**config.mk**
```make
export PLATFORM = sky130hd
export DESIGN_NAME = traceback_walker
export DESIGN_NICKNAME = d
export VERILOG_FILES = /design/src/rtl/traceback_walker_pkg.sv /design/src/rtl/traceback_walker_tb_coord_step.sv /design/src/rtl/traceback_walker.sv
export SDC_FILE = /design/constraint.sdc
export NUM_CORES = 1
export LEC_CHECK = 0
export BUFFER_PORTS_ARGS = -buffer_cell sky130_fd_sc_hd__buf_2
export CAP_MARGIN = 20
export CELL_PAD_IN_SITES_DETAIL_PLACEMENT = 0
export CELL_PAD_IN_SITES_GLOBAL_PLACEMENT = 1
export CORE_AREA = 2 2 85 87
export CTS_CLUSTER_DIAMETER = 150
export DETAILED_ROUTE_END_ITERATION = 12
export DIE_AREA = 0 0 87 89
export PLACE_DENSITY_LB_ADDON = 0.1
export SLEW_MARGIN = 20
export SYNTH_ARGS = -nofsm -noshare
export SYNTH_HDL_FRONTEND = slang
export SYNTH_SLANG_ARGS = --single-unit
```
**constraint.sdc**
```tcl
create_clock -name clk -period 2.8 [get_ports clk]
set_clock_uncertainty 0.1 [all_clocks]
set_input_delay 0 -clock clk [delete_from_list [all_inputs] [get_ports clk]]
set_output_delay 0 -clock clk [all_outputs]
set_load 0.03 [all_outputs]
```
**src/rtl/traceback_walker_pkg.sv**
```systemverilog
// Direction codes and walker state encoding shared by the traceback walker,
// the scoring array and the traceback register array.
package traceback_walker_pkg;

    localparam logic [1:0] DIR_STOP = 2'b00;
    localparam logic [1:0] DIR_DIAG = 2'b01;
    localparam logic [1:0] DIR_UP   = 2'b10;
    localparam logic [1:0] DIR_LEFT = 2'b11;

    typedef enum logic [2:0] {
        S_IDLE,
        S_FETCH,
        S_WAIT,
        S_EMIT,
        S_TERM
    } state_t;

endpackage

```
**src/rtl/traceback_walker_tb_coord_step.sv**
```systemverilog
// Next traceback coordinate for one direction code, with a flag raised when the
// move would decrement an index that is already zero.
module tb_coord_step
    import traceback_walker_pkg::*;
#(
    parameter int IW = 8,
    parameter int JW = 8
) (
    input  logic [IW-1:0] row_i,
    input  logic [JW-1:0] col_i,
    input  logic [1:0]    code_i,
    output logic [IW-1:0] row_o,
    output logic [JW-1:0] col_o,
    output logic          underflow_o
);

    always_comb begin
        // NOTE: every output gets a default first so no path leaves it unassigned (no latch).
        row_o       = row_i;
        col_o       = col_i;
        underflow_o = 1'b0;
        if (code_i == DIR_DIAG || code_i == DIR_UP) begin
            row_o = row_i - IW'(1);
            if (row_i == '0) underflow_o = 1'b1;
        end
        if (code_i == DIR_DIAG || code_i == DIR_LEFT) begin
            col_o = col_i - JW'(1);
            if (col_i == '0) underflow_o = 1'b1;
        end
    end

endmodule

```
**src/rtl/traceback_walker.sv**
```systemverilog
// Walks the traceback matrix from the max-score cell, reading one direction code
// per step and streaming alignment ops, closed by a STOP terminator beat.
module traceback_walker
    import traceback_walker_pkg::*;
#(
    parameter int QLEN = 256,
    parameter int RLEN = 256,
    parameter int IW   = 8,
    parameter int JW   = 8
) (
    input  logic             clk,
    input  logic             reset,
    input  logic             start,
    input  logic [IW-1:0]    start_i,
    input  logic [JW-1:0]    start_j,
    output logic             rd_en,
    output logic [IW+JW-1:0] rd_addr,
    input  logic [1:0]       rd_data,
    output logic             op_valid,
    input  logic             op_ready,
    output logic [1:0]       op,
    output logic             op_last,
    output logic             busy,
    output logic             done,
    output logic             overrun,
    output logic [IW+JW:0]   op_count
);

    localparam int CW = IW + JW + 1;
    // A legal path never needs more than QLEN+RLEN moves; reaching it means a corrupt matrix.
    localparam logic [CW-1:0] OP_LIMIT = CW'(QLEN + RLEN);

    state_t          state_q, state_d;
    logic [IW-1:0]   cur_i_q, cur_i_d;
    logic [JW-1:0]   cur_j_q, cur_j_d;
    logic [1:0]      op_q, op_d;
    logic [CW-1:0]   count_q, count_d;
    logic            overrun_q, overrun_d;
    logic            done_q, done_d;

    logic [IW-1:0]   nxt_i;
    logic [JW-1:0]   nxt_j;
    logic            step_uf;
    logic [CW-1:0]   count_inc;

    tb_coord_step #(.IW(IW), .JW(JW)) u_step (
        .row_i       (cur_i_q),
        .col_i       (cur_j_q),
        .code_i      (op_q),
        .row_o       (nxt_i),
        .col_o       (nxt_j),
        .underflow_o (step_uf)
    );

    assign count_inc = count_q + CW'(1);

    // NOTE: state is updated with non-blocking assignments only; every register here is a
    // plain flop, so all of them take the asynchronous reset.
    always_ff @(posedge clk or posedge reset) begin
        if (reset) begin
            state_q   <= S_IDLE;
            cur_i_q   <= '0;
            cur_j_q   <= '0;
            op_q      <= DIR_STOP;
            count_q   <= '0;
            overrun_q <= 1'b0;
            done_q    <= 1'b0;
        end else begin
            state_q   <= state_d;
            cur_i_q   <= cur_i_d;
            cur_j_q   <= cur_j_d;
            op_q      <= op_d;
            count_q   <= count_d;
            overrun_q <= overrun_d;
            done_q    <= done_d;
        end
    end

    always_comb begin
        state_d   = state_q;
        cur_i_d   = cur_i_q;
        cur_j_d   = cur_j_q;
        op_d      = op_q;
        count_d   = count_q;
        overrun_d = overrun_q;
        done_d    = 1'b0;
        case (state_q)
            S_IDLE: begin
                if (start) begin
                    cur_i_d   = start_i;
                    cur_j_d   = start_j;
                    count_d   = '0;
                    overrun_d = 1'b0;
                    state_d   = S_FETCH;
                end
            end
            S_FETCH: state_d = S_WAIT;
            S_WAIT: begin
                op_d    = rd_data;
                state_d = (rd_data == DIR_STOP) ? S_TERM : S_EMIT;
            end
            S_EMIT: begin
                if (op_ready) begin
                    count_d = count_inc;
                    cur_i_d = nxt_i;
                    cur_j_d = nxt_j;
                    if (step_uf) begin
                        state_d = S_TERM;
                    end else if (count_inc == OP_LIMIT) begin
                        overrun_d = 1'b1;
                        state_d   = S_TERM;
                    end else begin
                        state_d = S_FETCH;
                    end
                end
            end
            S_TERM: begin
                if (op_ready) begin
                    done_d  = 1'b1;
                    state_d = S_IDLE;
                end
            end
            default: state_d = S_IDLE;
        endcase
    end

    always_comb begin
        rd_en    = (state_q == S_FETCH);
        rd_addr  = {cur_i_q, cur_j_q};
        op_valid = (state_q == S_EMIT) || (state_q == S_TERM);
        op       = (state_q == S_EMIT) ? op_q : DIR_STOP;
        op_last  = (state_q == S_TERM);
        busy     = (state_q != S_IDLE);
        done     = done_q;
        overrun  = overrun_q;
        op_count = count_q;
    end

endmodule

```
# Word-level counts from Yosys, hierarchy flattened

Cells that the tools add are included.

Register bits after elaboration: 40
Bits of input ports: 22

Reduce and logical (&&, ||, !) cells: 14
Equal/unequal tests: 15
Multiplexer cells: 30
$add $sub $neg: 3

Operators with widths:

| operator                                               | number |
|---|---|
| two-way mux 8 bit                                      | 6 |
| two-way mux 17 bit                                     | 2 |
| case mux 17 bit (2 select lines)                       | 1 |
| case mux 8 bit (2 select lines)                        | 2 |
| two-way mux 3 bit                                      | 6 |
| adder 17 x 1 -> 17 bit (second input constant)         | 1 |
| equality test 17 x 10 -> 1 bit (second input constant) | 1 |
| zero test 8 bit                                        | 2 |
| subtractor 8 x 1 -> 8 bit (second input constant)      | 2 |
| case mux 3 bit (5 select lines)                        | 1 |
| two-way mux 1 bit                                      | 10 |
| != test 2 bit (second input constant)                  | 5 |
| AND reduction 4 bit                                    | 2 |
| equality test 3 x 2 -> 1 bit (second input constant)   | 2 |
| AND reduction 3 bit                                    | 2 |
| AND reduction 5 bit                                    | 1 |
| equality test 2 bit (second input constant)            | 2 |
| != test 2 x 1 -> 1 bit (second input constant)         | 2 |
| equality test 3 x 1 -> 1 bit (second input constant)   | 1 |
| equality test 3 bit (second input constant)            | 1 |
| zero test 3 bit                                        | 1 |
| logical OR 1 bit                                       | 3 |
| nonzero test 3 bit                                     | 1 |
| equality test 2 x 1 -> 1 bit (second input constant)   | 1 |
| other kinds (4)                                        | 4 |

# Logic depth before layout (Yosys ltp)

Word-level depth: 8
Depth in mapped cells: 8
Gate-level depth less buffers: 7

# Cells and area by module

Synthesis repeated with hierarchy kept, for this count alone.

Cell total of the unflattened synthesis: 297
Area, all modules: 2611.3 um^2

By module, submodules not included:

| module           | instances | cells an instance | area an instance (um^2) | seq. area each (um^2) |
|---|---|---|---|---|
| traceback_walker | 1         | 246               | 2234.6                  | 1001.0 |
| tb_coord_step    | 1         | 51                | 376.6                   | 0.0 |

# Least setup slack after synthesis

Ideal clock, no wire load.

Path kind: register to register
From: register count_q[0] (netlist: op_count[0])
To: register overrun_q (netlist: overrun)
Setup time: 66 ps
Path buffers: 0
Stages on the path, launching flop included: 8
Arrival time: 2357 ps
Required time: 2634 ps
Path slack: 277 ps
Clock period less this slack: 2523 ps
Path through: dfrtp_1 > ha_1 > or4_4 > nand2_1 > o211ai_1 > or4_4 > nor3_2 > a32o_2

Cells in the longest elaborated chain, start to end: 4

RTL lines:

| element                        | line                    | text |
|---|---|---|
| start, declared                | traceback_walker.sv:37  | `logic [CW-1:0] count_q, count_d;` |
| start signal, assigned         | traceback_walker.sv:73  | `count_q <= count_d;` |
| adder 17 x 1 -> 17 bit         | traceback_walker.sv:55  | `assign count_inc = count_q + CW'(1);` |
| equality test 17 x 10 -> 1 bit | traceback_walker.sv:109 | `end else if (count_inc == OP_LIMIT) begin` |
| != test 2 bit (no line)        | -                       |  |
| AND reduction 5 bit (no line)  | -                       |  |
| end signal, assigned           | traceback_walker.sv:74  | `overrun_q <= overrun_d;` |
| end, declared                  | traceback_walker.sv:38  | `logic overrun_q, overrun_d;` |

No other way between the ends.
A chain may end at the register's enable or synchronous reset.

# Worst setup path after layout

Same ends and word-level chain as after synthesis.

==> flow_metrics.env <==
export IMPL_avgSynthCellArea_um2=7.98
export IMPL_start_util_pct=38.2
export IMPL_required_ns=2.93
export IMPL_ant_nets=0
export IMPL_clk_insertion_delay_late_ns=0.29
export IMPL_grt_overflow_total=0
export IMPL_synth_ff_type="dfrtp_1"
export IMPL_cp_max_fo=7
export IMPL_drt_iter0_drc=129
export IMPL_netlist_top_cells_area="dfrtp_1, o21ai_0, nor2_1"
export IMPL_numCtsBuffers=5
export IMPL_rsz0062_at_grt="no"
export IMPL_die_h_um=89
export IMPL_syn_instance_count=322
export IMPL_synth_area_leader_cell="dfrtp_1"
export IMPL_syn_nets=352
export IMPL_antenna_found_initial=0
export IMPL_wl_per_cell_um=14.6
export IMPL_cp_arrival_ns=2.67
export IMPL_place_hpwl_um=4920
export IMPL_netlist_area_um2=2570
export IMPL_cts_root_buffer="clkbuf_8"
export IMPL_via_per_inst=5.44
export IMPL_htree_levels=2
export IMPL_area_growth_pct=25.4
export IMPL_hp_class="in -> reg"
export IMPL_track_usage_pct=18.8
export IMPL_cts_tree="yes"
export IMPL_max_cap_viol_count=0
export IMPL_final_nets=428
export IMPL_ys_seq_area_share_pct=39.0
export IMPL_final_cell_mix="buf_2, o21ai_0, nor2_1"
export IMPL_yosysWarnings=0
export IMPL_grt_max_degree=34
export IMPL_clockBufferDepth=2
export IMPL_finalSetupTns_ns=0
export IMPL_start_kind="flop"
export IMPL_fillers=704
export IMPL_totalWireLength_um=6970
export IMPL_n_antenna_cell=0
export IMPL_final_common_cell="buf_2"
export IMPL_gp_congestion=0.769
export IMPL_crit_type="reg -> reg"
export IMPL_ys_types=48
export IMPL_vias=2591
export IMPL_ff2ff_setup_slack_ns=0.26
export IMPL_reg2reg_depth=7
export IMPL_path_clk_slew_ns=0.07
export IMPL_crit_chain="ha_1, or4_4, nand2_1, o211ai_1, or4_4, nor3_2, a32o_2"
export IMPL_core_area_um2=6720
export IMPL_fin_crit_sh_pct=90.7
export IMPL_die_x_um=87
export IMPL_maxSlewViolCount=0
export IMPL_grt_pass1_wl_um=11600
export IMPL_row_count=30
export IMPL_worst_pin_slew_ns=0.906
export IMPL_clock_fmax_mhz=394
export IMPL_slowest_delay_ns=0.55
export IMPL_die_area_um2=7740
export IMPL_synth_top_area_share_pct=39.0
export IMPL_ir_worst_vdd_mv=0.434
export IMPL_crit_slowest_cell="or4_4"
export IMPL_drc=0
export IMPL_portBuffers=62
export IMPL_cts_num_sinks=40
export IMPL_firstDrtPassIters=4
export IMPL_cts_setup_buffers=0
export IMPL_grt_pass1_vias=2410
export IMPL_setup_viol=0
export IMPL_hold_depth=5
export IMPL_status="finished, final reports clean"
export IMPL_period_needed_ns=2.54
export IMPL_drive_above_1_share_pct=22.0
export IMPL_synth_edff_count=0
export IMPL_powerDensity_nw_per_um2=877
export IMPL_p_leak_nw=1.49
export IMPL_endpoint_kind="flop"
export IMPL_async_flop_share_pct=100
export IMPL_pre_cts_ws_ns=0.300
export IMPL_worst_slack_ns=0.262
export IMPL_yosys_register_bits=40
export IMPL_io_pins=63
export IMPL_relSlewSlack_pct=39.5
export IMPL_cpMostUsedCell="or4_4"
export IMPL_hold_viol=0
==> layer usage <==
layer	wire length (um)	global-route usage [%]	vias up	part of all wire, %
li1	-	-	1306	-
met1	3270	24.6	1229	47
met2	3440	32.8	52	49
met3	208	3.14	4	3.0
met4	57	4.26	0	0.82
met5	0	0	-	0
==> synthesized netlist by cell type, types with 5 or more instances <==
cell type	instances
o31ai_1	5
a22oi_1	6
nor4_1	6
o21ai_0	52
nand2_1	32
xnor2_1	5
nand3_1	9
clkbuf_1	16
nor3_1	10
a21oi_1	17
ha_1	8
inv_1	11
nand4_1	5
a31oi_1	5
dfrtp_1	40
nor2_1	41
==> per-stage QoR <==
stage                     utilization, %  instance area (um2)  hold slack, ns  instances  power (mW)
after floorplan                        -                 2570          0.0327        322        2.04
after global placement              43.9                 2950           0.124        451        2.46
after detailed placement            43.9                 2950           0.130        451        2.47
after CTS                           47.9                 3220           0.129        476        2.86
after global routing                47.9                 3220           0.201        476        3.09
final                               47.9                 3220           0.128        476        2.83
==> power breakdown <==
group          total, mW  switching [mW]  leakage (nW)  internal [mW]
Sequential         0.959           0.220         0.519          0.739
Clock              0.358           0.197        0.0359          0.161
Combinational       1.51           0.994         0.936          0.515
==> path summary, 6_finish.rpt <==
path | startpoint | endpoint
max in group asynchronous | reset | overrun
worst max-delay path | op_count[0] | overrun
min in group asynchronous | reset | op_count[16]
worst min-delay path | start | state_q[0]
worst max register to register | op_count[0] | overrun
worst min register to register | overrun | overrun
==> sequential cells by signal, summed over array words and instances, names as in the netlist <==
signal    count
cur_j_q       8
state_q       3
done          1
cur_i_q       8
op_q          2
overrun       1
op_count     17
==> layout make-up <==
type                       count  area [um2]  share of cell area (%)
clock buffer                   5        68.8                    2.14
inverter                      11        41.3                    1.28
timing repair buffer          90         571                    17.7
tap                           80         100                    3.11
multi-input combinational    250        1440                    44.7
sequential                    40        1000                    31.1
==> critical path, delay by kind of cell (launching register included) <==
| family | cells | cell delay (ns) |
|---|---|---|
| AOI/OAI and AO/OA | 2 | 0.29 |
| adders and majority gates | 1 | 0.29 |
| DFF | 1 | 0.44 |
| and+or+nand+nor | 4 | 1.36 |
==> timing repair <==
item,in CTS,in global routing
hold endpoints to repair,40,0
hold buffers,20,0
resized for setup,0,0
==> cells by family after synthesis <==
group	share of synthesized area, %
AOI/OAI and AO/OA	22.5
xor gates and xnor gates	2.39
adders and majority gates	3.90
buffers and inverters	5.02
DFF	39.0
muxes	1.27
and+or+nand+nor	26.0
Power figures use the tool's default switching activity.
